==> config.mk <==
export PLATFORM = sky130hd
export DESIGN_NAME = argmax_seq_ctrl
export DESIGN_NICKNAME = d
export VERILOG_FILES = /design/src/rtl/argmax_seq_ctrl.sv
export SDC_FILE = /design/constraint.sdc
export NUM_CORES = 1
export LEC_CHECK = 0
export ABC_AREA = 1
export ABC_CLOCK_PERIOD_IN_PS = 14100
export BUFFER_PORTS_ARGS = -buffer_cell sky130_fd_sc_hd__buf_2
export CAP_MARGIN = 30
export CELL_PAD_IN_SITES_DETAIL_PLACEMENT = 1
export CELL_PAD_IN_SITES_GLOBAL_PLACEMENT = 2
export CORE_AREA = 3 3 287 289
export DETAILED_ROUTE_END_ITERATION = 6
export DIE_AREA = 0 0 290 292
export PLACE_DENSITY = 0.77
export REMOVE_ABC_BUFFERS = 1
export SYNTH_ARGS = -nofsm -noshare
export SYNTH_HDL_FRONTEND = slang
export SYNTH_SLANG_ARGS = --single-unit
==> constraint.sdc <==
create_clock -name clk -period 14.1 [get_ports clk]
set_input_delay 0.705 -clock clk [delete_from_list [all_inputs] [get_ports clk]]
set_output_delay 0.705 -clock clk [all_outputs]
set_load 0.01 [all_outputs]
==> src/rtl/argmax_seq_ctrl.sv <==
// Collects one frame of N_CLS signed logits, runs an external argmax unit over them, and returns the class.
// Optional argmax watchdog: define ARGMAX_SEQ_TIMEOUT_EN to enable it.
module argmax_seq_ctrl #(
  parameter int DATA_W  = 64,
  parameter int N_CLS   = 10,
  parameter int TMO_CYC = 32
) (
  input  logic                      clk,
  input  logic                      resetn,
  input  logic                      s_valid,
  output logic                      s_ready,
  input  logic signed [DATA_W-1:0]  s_data,
  input  logic                      s_last,
  output logic                      am_resetn,
  output logic                      am_start,
  output logic [N_CLS*DATA_W-1:0]   am_data,
  input  logic                      am_done,
  input  logic [3:0]                am_index,
  output logic                      r_valid,
  input  logic                      r_ready,
  output logic [3:0]                r_class,
  output logic                      r_err,
  output logic [15:0]               img_count,
  output logic                      busy
);

  typedef enum logic [2:0] {
    ST_COLLECT,
    ST_CLEAR,
    ST_LAUNCH,
    ST_WAIT,
    ST_OUT
  } state_t;

  localparam logic [3:0] LAST_PTR = 4'(N_CLS - 1);

  state_t             state_q;
  logic [3:0]         wr_ptr_q;
  logic               s_ready_q;
  logic               am_resetn_q;
  logic               am_start_q;
  logic               r_valid_q;
  logic [3:0]         r_class_q;
  logic               r_err_q;
  logic               frame_err_q;
  logic [15:0]        img_count_q;
  logic [15:0]        img_count_d;
  logic               busy_q;
  logic               accept;
  logic               tmo_hit;
  logic signed [DATA_W-1:0] buf_q [N_CLS];

  assign accept      = (state_q == ST_COLLECT) && s_valid && s_ready_q;
  assign img_count_d = img_count_q + 16'd1;

`ifdef ARGMAX_SEQ_TIMEOUT_EN
  localparam int TMO_W = $clog2(TMO_CYC + 1);
  logic [TMO_W-1:0] tmo_cnt_q;
  logic [TMO_W-1:0] tmo_cnt_d;

  assign tmo_cnt_d = tmo_cnt_q + TMO_W'(1);
  // am_done has priority over an expiring watchdog in the same cycle
  assign tmo_hit   = (state_q == ST_WAIT) && !am_done && (tmo_cnt_d == TMO_W'(TMO_CYC));

  always_ff @(posedge clk) begin
    if (!resetn) begin
      tmo_cnt_q <= '0;
    end else if (state_q == ST_LAUNCH) begin
      tmo_cnt_q <= '0;
    end else if (state_q == ST_WAIT) begin
      tmo_cnt_q <= tmo_cnt_d;
    end
  end
`else
  assign tmo_hit = 1'b0;
`endif

  always_ff @(posedge clk) begin
    if (!resetn) begin
      for (int k = 0; k < N_CLS; k++) buf_q[k] <= '0;
    end else if (accept) begin
      buf_q[wr_ptr_q] <= s_data;
    end
  end

  for (genvar k = 0; k < N_CLS; k++) begin : g_pack
    assign am_data[k*DATA_W +: DATA_W] = buf_q[k];
  end

  always_ff @(posedge clk) begin
    if (!resetn) begin
      state_q     <= ST_COLLECT;
      wr_ptr_q    <= '0;
      s_ready_q   <= 1'b0;
      am_resetn_q <= 1'b0;
      am_start_q  <= 1'b0;
      r_valid_q   <= 1'b0;
      r_class_q   <= '0;
      r_err_q     <= 1'b0;
      frame_err_q <= 1'b0;
      img_count_q <= '0;
      busy_q      <= 1'b0;
    end else begin
      am_resetn_q <= 1'b1;
      am_start_q  <= 1'b0;
      unique case (state_q)
        ST_COLLECT: begin
          s_ready_q <= 1'b1;
          if (accept) begin
            busy_q <= 1'b1;
            if (wr_ptr_q == LAST_PTR) begin
              state_q     <= ST_CLEAR;
              s_ready_q   <= 1'b0;
              am_resetn_q <= 1'b0;
              frame_err_q <= !s_last;
            end else if (s_last) begin
              // short frame: report an error without running the argmax unit
              state_q   <= ST_OUT;
              s_ready_q <= 1'b0;
              r_valid_q <= 1'b1;
              r_class_q <= 4'h0;
              r_err_q   <= 1'b1;
            end else begin
              wr_ptr_q <= wr_ptr_q + 4'd1;
            end
          end
        end
        ST_CLEAR: begin
          state_q    <= ST_LAUNCH;
          am_start_q <= 1'b1;
        end
        ST_LAUNCH: begin
          state_q <= ST_WAIT;
        end
        ST_WAIT: begin
          if (am_done) begin
            state_q   <= ST_OUT;
            r_valid_q <= 1'b1;
            r_class_q <= am_index;
            r_err_q   <= frame_err_q;
          end else if (tmo_hit) begin
            state_q   <= ST_OUT;
            r_valid_q <= 1'b1;
            r_class_q <= 4'hF;
            r_err_q   <= 1'b1;
          end
        end
        ST_OUT: begin
          if (r_ready) begin
            state_q     <= ST_COLLECT;
            r_valid_q   <= 1'b0;
            wr_ptr_q    <= '0;
            img_count_q <= img_count_d;
            s_ready_q   <= 1'b1;
            busy_q      <= 1'b0;
          end
        end
        default: state_q <= ST_COLLECT;
      endcase
    end
  end

  assign s_ready   = s_ready_q;
  assign am_resetn = am_resetn_q;
  assign am_start  = am_start_q;
  assign r_valid   = r_valid_q;
  assign r_class   = r_class_q;
  assign r_err     = r_err_q;
  assign img_count = img_count_q;
  assign busy      = busy_q;

endmodule

==> results.cfg, run 1 <==
[cells_and_area]
fillers = 8684
syn_to_final_growth_pct = 31.3
drive_gt1_share_pct = 36.7
fin_cells = 3572
layout.nets = 2530
utilization_pct = 39.4

[cts]
tritoncts = built
htreeDepth = 3
cts.clk_slew.worst_paths_ns = 0.06
postCtsHoldBufs = 0
cts-buffers-inserted = 76
cts_num_sinks = 674
clockBufferDepth = 3
cts_root_buf = clkbuf_16
clock_latency_ns = 0.63
cts_setup_buffers = 0
cts_resized = 0

[placement]
dp.final_hpwl_um = 60700
gp_congestion = 0.809
dp_cells = 3431
port_buffers = 739

[worst_setup_path]
ff2ff_setup_slack_ns = 10.57
critical_path.top_delay_family = simple AND/OR/NAND/NOR gates
cp-end-kind = flop
timing.rr.end = buf_q[2][1]$_SDFFCE_PN0P_
path_buf_inv = 4
critPathSlowestCell = nand2_4
path_class = in -> reg
worstPathCellList = buf_2 > buf_4 > inv_1 > nor2_4 > nand2_1 > nor2_2 > nand2_4 > nand2_4 > buf_12
r2r_cells = 10
startpoint_type = input pin
r2r_start = state_q[1]$_SDFFE_PN0P_
cp.arrival_ns = 4.07
worstPathMaxFanout = 65
cpPeakStageDelay_ns = 0.68
cpMostUsedCell = nand2_4
cp.required_ns = 14.38

[job]
maxCapViolations = 0

[route]
detail_route.vias_per_cell = 4.57
post_drt_wl_per_cell_um = 24.2
drt_wl_total_um = 86300
drtIter0Drc = 1290
ant_nets = 0
route.vias.total = 16300
drtPass1Iterations = 4
remaining_drc_errors = 0

[floorplan]
start_util_pct = 30.0
io_pins = 740
rows = 104
core_area_um2 = 80200
die_y_um = 292
die_area_um2 = 84700
fp.dieW_um = 290

[yosys]
synth_top_area_cell = edfxtp_1
yosysUniqueCellTypes = 27
synth_seq_cells = 674
syn_area_um2 = 24100
synth.avg_cell_area_um2 = 14.2
synthFlopType = edfxtp_1
synthCells = 1694
netlist_top_cells_area = edfxtp_1 80%, nor2_1 9.7%, dfxtp_1 2.8%
synth_edf_count = 640
yosysSeqAreaShare_pct = 82.7
yosysTopAreaCellShare_pct = 79.8
synthArstFlopShare_pct = 0
synth_warnings = 0

[global_routing]
grt_usage_pct = 19.8
grt_start_max_net_pins = 67
globalRouteOverflowTotal = 0
grt_pass1_vias = 17000
grt_pass1_wl_um = 123000
antenna_found_initial = 2

[worst_hold_path]
hold_end = frame_err_q$_SDFFE_PN0P_
worstHoldPathType = in -> reg
holdPathStages = 2
min_from = s_last

[pwr]
power_density_nw_per_um2 = 142
ir_drop_v = 0.0000851
p_leak_nw = 13.1

[timing]
fin_skew_ns = 0.0427
slew_headroom_pct = 35.6
max_freq_mhz = 264
final-hold-violation-count = 0
period_needed_ns = 3.79
finalCritPeriodShare_pct = 26.9
worst_pin_slew_ns = 0.966
setup-tns-final_ns = 0
drv_slew = 0
whs_ns = 0.310
setup_violations = 0
rsz0062_at_grt = no

[status]
status = finished, final reports clean
stage by stage:
step | cell area (um2) | worst slack (ns) | total power, mW
after floorplan | 23700 | 6.83 | 2.42
after global placement | 28900 | 9.67 | 2.56
after detailed placement | 29100 | 9.53 | 2.57
after CTS | 31500 | 10.19 | 4.55
after global routing | 31600 | 10.03 | 4.65
final | 31600 | 10.31 | 4.50
state kept, by name (all words and copies together) (netlist names), 3 cells and up:
signal,count
buf_q,640
img_count,16
r_class,4
state_q,3
wr_ptr_q,4
routing by layer:
layer	wire length, um	global-route usage [%]	part of all wire (%)	vias up
li1	-	-	-	7233
met5	0	0	0	-
met4	2630	6.55	3.0	0
met1	32800	23.2	38	8236
met3	7380	6.41	8.5	135
met2	43500	34.2	50	713
cells by family after synthesis:
family                   synth area share, %
buffers and inverters                   3.15
AO/OA/AOI/OAI                          0.702
flip-flops                              82.7
XOR/XNOR                              0.0728
adder cells (fa/ha/maj)                0.156
AND/OR/NAND/NOR                         13.3
cell usage in the layout (no fill, tap or decap), types with 5 or more instances in the layout:
cell / count
buf_2: 739
edfxtp_1: 640
nor2_1: 623
inv_1: 99
nand2_1: 97
clkbuf_16: 76
dfxtp_1: 34
nand2_2: 31
nand3_1: 19
a21oi_1: 18
nand2_4: 17
clkinv_2: 14
clkbuf_1: 13
clkinv_1: 12
o21ai_0: 11
buf_12: 9
nor3_1: 7
bufinv_16: 7
nand4_1: 5
buf_4: 5
power breakdown:
part	internal, mW	switching (mW)	leakage (nW)
clock network	1.14	0.845	1.20
logic	0.0676	0.175	5.03
registers	2.26	0.0257	6.88
synth_stat cells, drive strengths merged, types with 3 or more instances:
master	count
nand2	145
dfxtp	34
clkbuf	19
edfxtp	640
inv	100
nand3	20
o21ai	13
nand4	5
a21oi	18
nor3	7
ha	3
buf	55
nor2	629
worst max-delay path by stage:
stage	from	end	slack (ns)	cells after the start
4_1_cts	resetn	buf_q[1][29]$_SDFFCE_PN0P_	10.19	8
2_1_floorplan	wr_ptr_q[1]$_SDFFE_PN0P_	buf_q[7][0]$_SDFFCE_PN0P_	6.83	4
3_5_place_dp	resetn	buf_q[1][17]$_SDFFCE_PN0P_	9.53	8
6_report	resetn	buf_q[2][1]$_SDFFCE_PN0P_	10.31	9
5_1_grt	resetn	buf_q[0][29]$_SDFFCE_PN0P_	10.03	9
3_3_place_gp	resetn	buf_q[1][17]$_SDFFCE_PN0P_	9.67	8
final cells by class:
class                      count  area (um2)  share of cell area, %
antenna                        2        5.00                 0.0158
clock inverter                46         522                   1.65
clock buffer                  89        1950                   6.17
timing repair buffer         755        3970                   12.6
multi-input combinational    846        3570                   11.3
inverter                     100         375                   1.19
tap                         1060        1330                   4.19
sequential                   674       19900                   62.9
(Power assumes the default switching activity.)
==> run 2, diff against run 1 <==
--- a/config.mk
+++ b/config.mk
@@ -6,15 +6,16 @@
 export NUM_CORES = 1
 export LEC_CHECK = 0
 export ABC_AREA = 1
-export ABC_CLOCK_PERIOD_IN_PS = 14100
+export ABC_CLOCK_PERIOD_IN_PS = 3370
 export BUFFER_PORTS_ARGS = -buffer_cell sky130_fd_sc_hd__buf_2
 export CAP_MARGIN = 30
 export CELL_PAD_IN_SITES_DETAIL_PLACEMENT = 1
 export CELL_PAD_IN_SITES_GLOBAL_PLACEMENT = 2
-export CORE_AREA = 3 3 287 289
+export CORE_ASPECT_RATIO = 2
+export CORE_MARGIN = 3
+export CORE_UTILIZATION = 30
 export DETAILED_ROUTE_END_ITERATION = 6
-export DIE_AREA = 0 0 290 292
-export PLACE_DENSITY = 0.77
+export PLACE_DENSITY = 0.8
 export REMOVE_ABC_BUFFERS = 1
 export SYNTH_ARGS = -nofsm -noshare
 export SYNTH_HDL_FRONTEND = slang
==> constraint.sdc (replaced) <==
create_clock -name clk -period 3.37 [get_ports clk]
set_input_delay 0.1685 -clock clk [delete_from_list [all_inputs] [get_ports clk]]
set_output_delay 0.1685 -clock clk [all_outputs]
set_load 0.01 [all_outputs]
==> results.cfg, run 2 (synthesis results as in run 1) <==
[pwr]
p_leak_nw = 13.1
ir_drop_v = 0.000397
power_density_nw_per_um2 = 550
power.total_mw = 17.3

[cells_and_area]
utilization_pct = 39.7
top_register = buf_q
syn_to_final_growth_pct = 30.8
fin_cells = 3559
diodes = 0
largest_reg_flops = 640
layout.nets = 2561
final_cell_mix = 739 x buf_2, 640 x edfxtp_1, 623 x nor2_1
fin_area_um2 = 31500
layout_commonest_cell = buf_2
drive_gt1_share_pct = 36.3

[timing]
worst_pin_slew_ns = 0.983
setup_violations = 0
whs_ns = 0.0275
period_needed_ns = 2.72
fin_skew_ns = 0.0125
drv_slew = 0
slew_headroom_pct = 34.5
final-hold-violation-count = 0
setup-tns-final_ns = 0
max_freq_mhz = 368
rsz0062_at_grt = no
finalCritPeriodShare_pct = 80.7
worst_slack_ns = 0.652

[job]
maxCapViolations = 0

[placement]
gp_congestion = 0.839
placed_cell_area_um2 = 29300
dp_cells = 3432
pre_cts_ws_ns = 0.713
port_buffers = 739
dp.final_hpwl_um = 64200

[worst_setup_path]
startpoint_type = flop
worstPathMaxFanout = 44
cp-end-kind = flop
cp.arrival_ns = 2.99
critical_path.top_delay_family = simple AND/OR/NAND/NOR gates
cpPeakStageDelay_ns = 0.37
cp.required_ns = 3.64
critPathSlowestCell = nor2_2
path_buf_inv = 2
worstPathCellList = nor2_4 > nand2_2 > nor2_4 > inv_2 > nor2_4 > nand2_1 > nor2_2 > nand2_4 > nand2_4 > buf_12
path_class = reg -> reg
cpMostUsedCell = nor2_4

[floorplan]
core_area_um2 = 79300
rows = 146
io_pins = 740
die_y_um = 407
die_area_um2 = 83900
start_util_pct = 30.4
fp.dieW_um = 206

[status]
status = finished, final reports clean

[route]
ant_nets = 0
post_drt_wl_per_cell_um = 25.5
drtPass1Iterations = 5
drt_wl_total_um = 90800
drtIter0Drc = 1128
remaining_drc_errors = 0
route.vias.total = 16700
detail_route.vias_per_cell = 4.68

[global_routing]
grt_start_max_net_pins = 65
globalRouteOverflowTotal = 0
grt_usage_pct = 20.7
antenna_found_initial = 1
grt_pass1_wl_um = 126000
grt_pass1_vias = 17800

[cts]
cts_setup_buffers = 0
tritoncts = built
htreeDepth = 2
cts_resized = 0
clock_latency_ns = 0.61
cts-buffers-inserted = 58
cts.clk_slew.worst_paths_ns = 0.07
cts_root_buf = clkbuf_16
postCtsHoldBufs = 26
clockBufferDepth = 3
cts_num_sinks = 674

[worst_hold_path]
worstHoldPathType = in -> reg
[run 2: cell count changes in the layout (fill, tap and decap cells not counted), sizes merged]
cell | before | now
dlygate4sd3 | 0 | 26
clkbuf | 89 | 66
diode | 2 | 0
inv | 107 | 102
buf | 755 | 778
clkinv | 29 | 23
clkinvlp | 3 | 1
[run 2: power breakdown]
| group | total [mW] | internal (mW) | switching [mW] |
|---|---|---|---|
| registers | 9.54 | 9.43 | 0.109 |
| logic | 1.07 | 0.317 | 0.757 |
| clock network | 6.71 | 3.68 | 3.03 |
| total | 17.3 | 13.4 | 3.89 |
[run 2: metal layers]
metal | share of wire [%] | vias to the layer above | routed length [um] | track usage [%]
li1 | - | 7280 | - | -
met1 | 35 | 8418 | 32000 | 22.5
met2 | 53 | 818 | 48400 | 38.9
met3 | 7.7 | 151 | 6950 | 4.74
met4 | 3.7 | 0 | 3330 | 7.77
met5 | 0 | - | 0 | 0
[run 2: cell type report]
cell class                      count  area [um2]
Tap cell                         1036        1300
Sequential cell                   674       19900
Timing Repair Buffer              804        4500
Inverter                          100         375
Clock buffer                       66        1480
Clock inverter                     33         367
Multi-Input combinational cell    846        3570
Fill cell                        8613       47800
[run 2: worst min-delay path, delay by kind of cell]
family,cells,cell delay (ns)
buf+inv,2,0.18
simple gates,1,0.18
[run 2: worst paths after layout]
kind,slack [ns],cells past startpoint,start,to
max,0.65,10,state_q[1]$_SDFFE_PN0P_,buf_q[1][44]$_SDFFCE_PN0P_
max reg2reg,0.65,10,state_q[1]$_SDFFE_PN0P_,buf_q[1][44]$_SDFFCE_PN0P_
min reg2reg,0.48,2,busy$_SDFFE_PN0P_,busy$_SDFFE_PN0P_
min,0.03,3,s_data[9],buf_q[9][9]$_DFFE_PP_
==> run 3, diff against run 2 <==
==> config.mk (replaced) <==
export PLATFORM = sky130hd
export DESIGN_NAME = argmax_seq_ctrl
export DESIGN_NICKNAME = d
export VERILOG_FILES = /design/src/rtl/argmax_seq_ctrl.sv
export SDC_FILE = /design/constraint.sdc
export NUM_CORES = 1
export LEC_CHECK = 0
export ABC_AREA = 0
export ABC_CLOCK_PERIOD_IN_PS = 2700
export BUFFER_PORTS_ARGS = -buffer_cell sky130_fd_sc_hd__buf_2
export CAP_MARGIN = 30
export CELL_PAD_IN_SITES_DETAIL_PLACEMENT = 1
export CELL_PAD_IN_SITES_GLOBAL_PLACEMENT = 2
export CORE_AREA = 3 3 290 292
export DETAILED_ROUTE_END_ITERATION = 6
export DIE_AREA = 0 0 293 295
export PLACE_DENSITY = 0.76
export REMOVE_ABC_BUFFERS = 1
export SYNTH_ARGS = -nofsm -noshare
export SYNTH_HDL_FRONTEND = slang
export SYNTH_SLANG_ARGS = --single-unit
==> constraint.sdc (replaced) <==
create_clock -name clk -period 2.7 [get_ports clk]
set_input_delay 0.135 -clock clk [delete_from_list [all_inputs] [get_ports clk]]
set_output_delay 0.135 -clock clk [all_outputs]
set_load 0.01 [all_outputs]
==> results.cfg, run 3 <==
[pwr]
ir_drop_v = 0.000448
p_leak_nw = 14.5
power_density_nw_per_um2 = 694
power.total_mw = 23.3
combPwrFrac_pct = 6.6
clockPowerShare_pct = 42.2
p_switching_mw = 5.40
p_int_mw = 17.9
pwr-share-seq_pct = 51.2
swShare_pct = 23.2

[placement]
port_buffers = 739
gp_congestion = 0.805
dp_cells = 3315
dp.final_hpwl_um = 58100

[yosys]
synthArstFlopShare_pct = 0
synth_top_area_cell = edfxtp_1
synthTopCellsByCount = 640 x edfxtp_1, 513 x and2_1, 131 x and3_1
yosysTopAreaCellShare_pct = 75.9
yosysUniqueCellTypes = 47
synth_seq_cells = 674
synth_warnings = 0
synthCells = 1565
yosysSeqAreaShare_pct = 78.6
synthMostInstantiatedCell = edfxtp_1
netlist_top_cells_area = edfxtp_1 76%, and2_1 13%, and3_1 3.2%
synth_edf_count = 640
synthFlopType = edfxtp_1
syn_area_um2 = 25300
synth.avg_cell_area_um2 = 16.2

[floorplan]
rows = 105
start_util_pct = 31.0
die_area_um2 = 86400
fp.dieW_um = 293
core_area_um2 = 81800
die_y_um = 295
io_pins = 740

[cells_and_area]
drive_gt1_share_pct = 36.8
fin_cells = 3526
largest_reg_flops = 640
syn_to_final_growth_pct = 32.7
layout_commonest_cell = buf_2
layout.nets = 2470
utilization_pct = 41.1
fillers = 8530
top_register = buf_q
final_cell_mix = 739 x buf_2, 640 x edfxtp_1, 513 x and2_1

[route]
drtIter0Drc = 1560
top_layer = met5
post_drt_wl_per_cell_um = 26.8
m1WireLength_um = 36500
drt_wl_total_um = 94600
route.met2.wl_um = 47400
route.vias.total = 16800
wl_met3_um = 7180
drtPass1Iterations = 5
ant_nets = 0
detail_route.vias_per_cell = 4.77
remaining_drc_errors = 0

[worst_setup_path]
path_class = reg -> reg
cp.arrival_ns = 2.92
cp-end-kind = flop
worstPathMaxFanout = 67
startpoint_type = flop
cp.required_ns = 3.15

[timing]
fin_skew_ns = 0.0238
whs_ns = 0.0632
max_freq_mhz = 404
worst_pin_slew_ns = 0.948
final-hold-violation-count = 0
finalCritPeriodShare_pct = 91.8
rsz0062_at_grt = no
slew_headroom_pct = 36.8
setup_violations = 0
drv_slew = 0
period_needed_ns = 2.48

[global_routing]
grt_pass1_vias = 17900
grt_start_max_net_pins = 65
globalRouteOverflowTotal = 0
antenna_found_initial = 9
grt_usage_pct = 21.2
grt_pass1_wl_um = 131000

[cts]
htreeDepth = 3
clock_latency_ns = 0.62
cts.clk_slew.worst_paths_ns = 0.06
tritoncts = built
cts_root_buf = clkbuf_16
postCtsHoldBufs = 71
cts_setup_buffers = 0
cts_num_sinks = 674
cts_resized = 0
clockBufferDepth = 3
cts-buffers-inserted = 74

[worst_hold_path]
worstHoldPathType = in -> reg

[job]
maxCapViolations = 0

[status]
status = finished, final reports clean
run 3: cells by family after synthesis:
group,count (synthesis),share of synthesized area [%]
buffers and inverters,96,1.69
muxes,1,0.0445
DFF,674,78.6
xor gates and xnor gates,6,0.207
adders and majority gates,3,0.148
and+or+nand+nor,741,18.4
AOI/OAI and AO/OA,44,1.00
run 3: worst paths after layout:
kind	from	to	slack [ns]	depth (start not counted)
max reg2reg	state_q[0]$_SDFFE_PN0P_	buf_q[6][0]$_SDFFCE_PN0P_	0.22	5
max	state_q[0]$_SDFFE_PN0P_	buf_q[6][0]$_SDFFCE_PN0P_	0.22	5
min	s_data[6]	buf_q[4][6]$_SDFFCE_PN0P_	0.06	2
min reg2reg	img_count[15]$_SDFFE_PN0P_	img_count[15]$_SDFFE_PN0P_	0.48	2
run 3: critical path: stages (launching register included):
cell	delay, ns
dfxtp_1	0.39
nand4bb_1	0.35
nor4_4	0.31
and3_2	0.24
buf_4	0.70
and2_1	0.25
run 3: through the flow:
step / setup WS [ns] / cell area, um2 / TNS [ns]
2_1_floorplan: -4.74 / 24900 / -2794.08
6_report: 0.222 / 33600 / 0
4_1_cts: 0.272 / 33600 / 0
3_3_place_gp: 0.399 / 30600 / 0
3_5_place_dp: 0.312 / 30600 / 0
5_1_grt: 0.155 / 33600 / 0
run 3: area by class of cell:
type                            instances  area (um2)  area share, %
Clock buffer                           92        1950           5.80
Clock inverter                         39         352           1.05
Multi-Input combinational cell        795        5160           15.4
Inverter                                5        18.8         0.0558
Tap cell                             1070        1340           3.98
Antenna cell                            8        20.0         0.0595
Timing Repair Buffer                  843        4880           14.5
Sequential cell                       674       19900           59.2
run 3: power groups by stage:
stage	sequential (mW)	clock (mW)	combinational (mW)
3_3_place_gp	12.2	0	1.45
3_5_place_dp	12.2	0	1.48
6_report	12.0	9.83	1.54
2_1_floorplan	12.4	0	0.239
4_1_cts	12.0	10.1	1.56
5_1_grt	12.0	10.5	1.63
run 3: layer usage:
metal | track usage [%] | vias up
li1 | - | 7276
met1 | 25.1 | 8598
met2 | 37.2 | 763
met3 | 5.30 | 171
met4 | 8.11 | 2
met5 | 0 | -
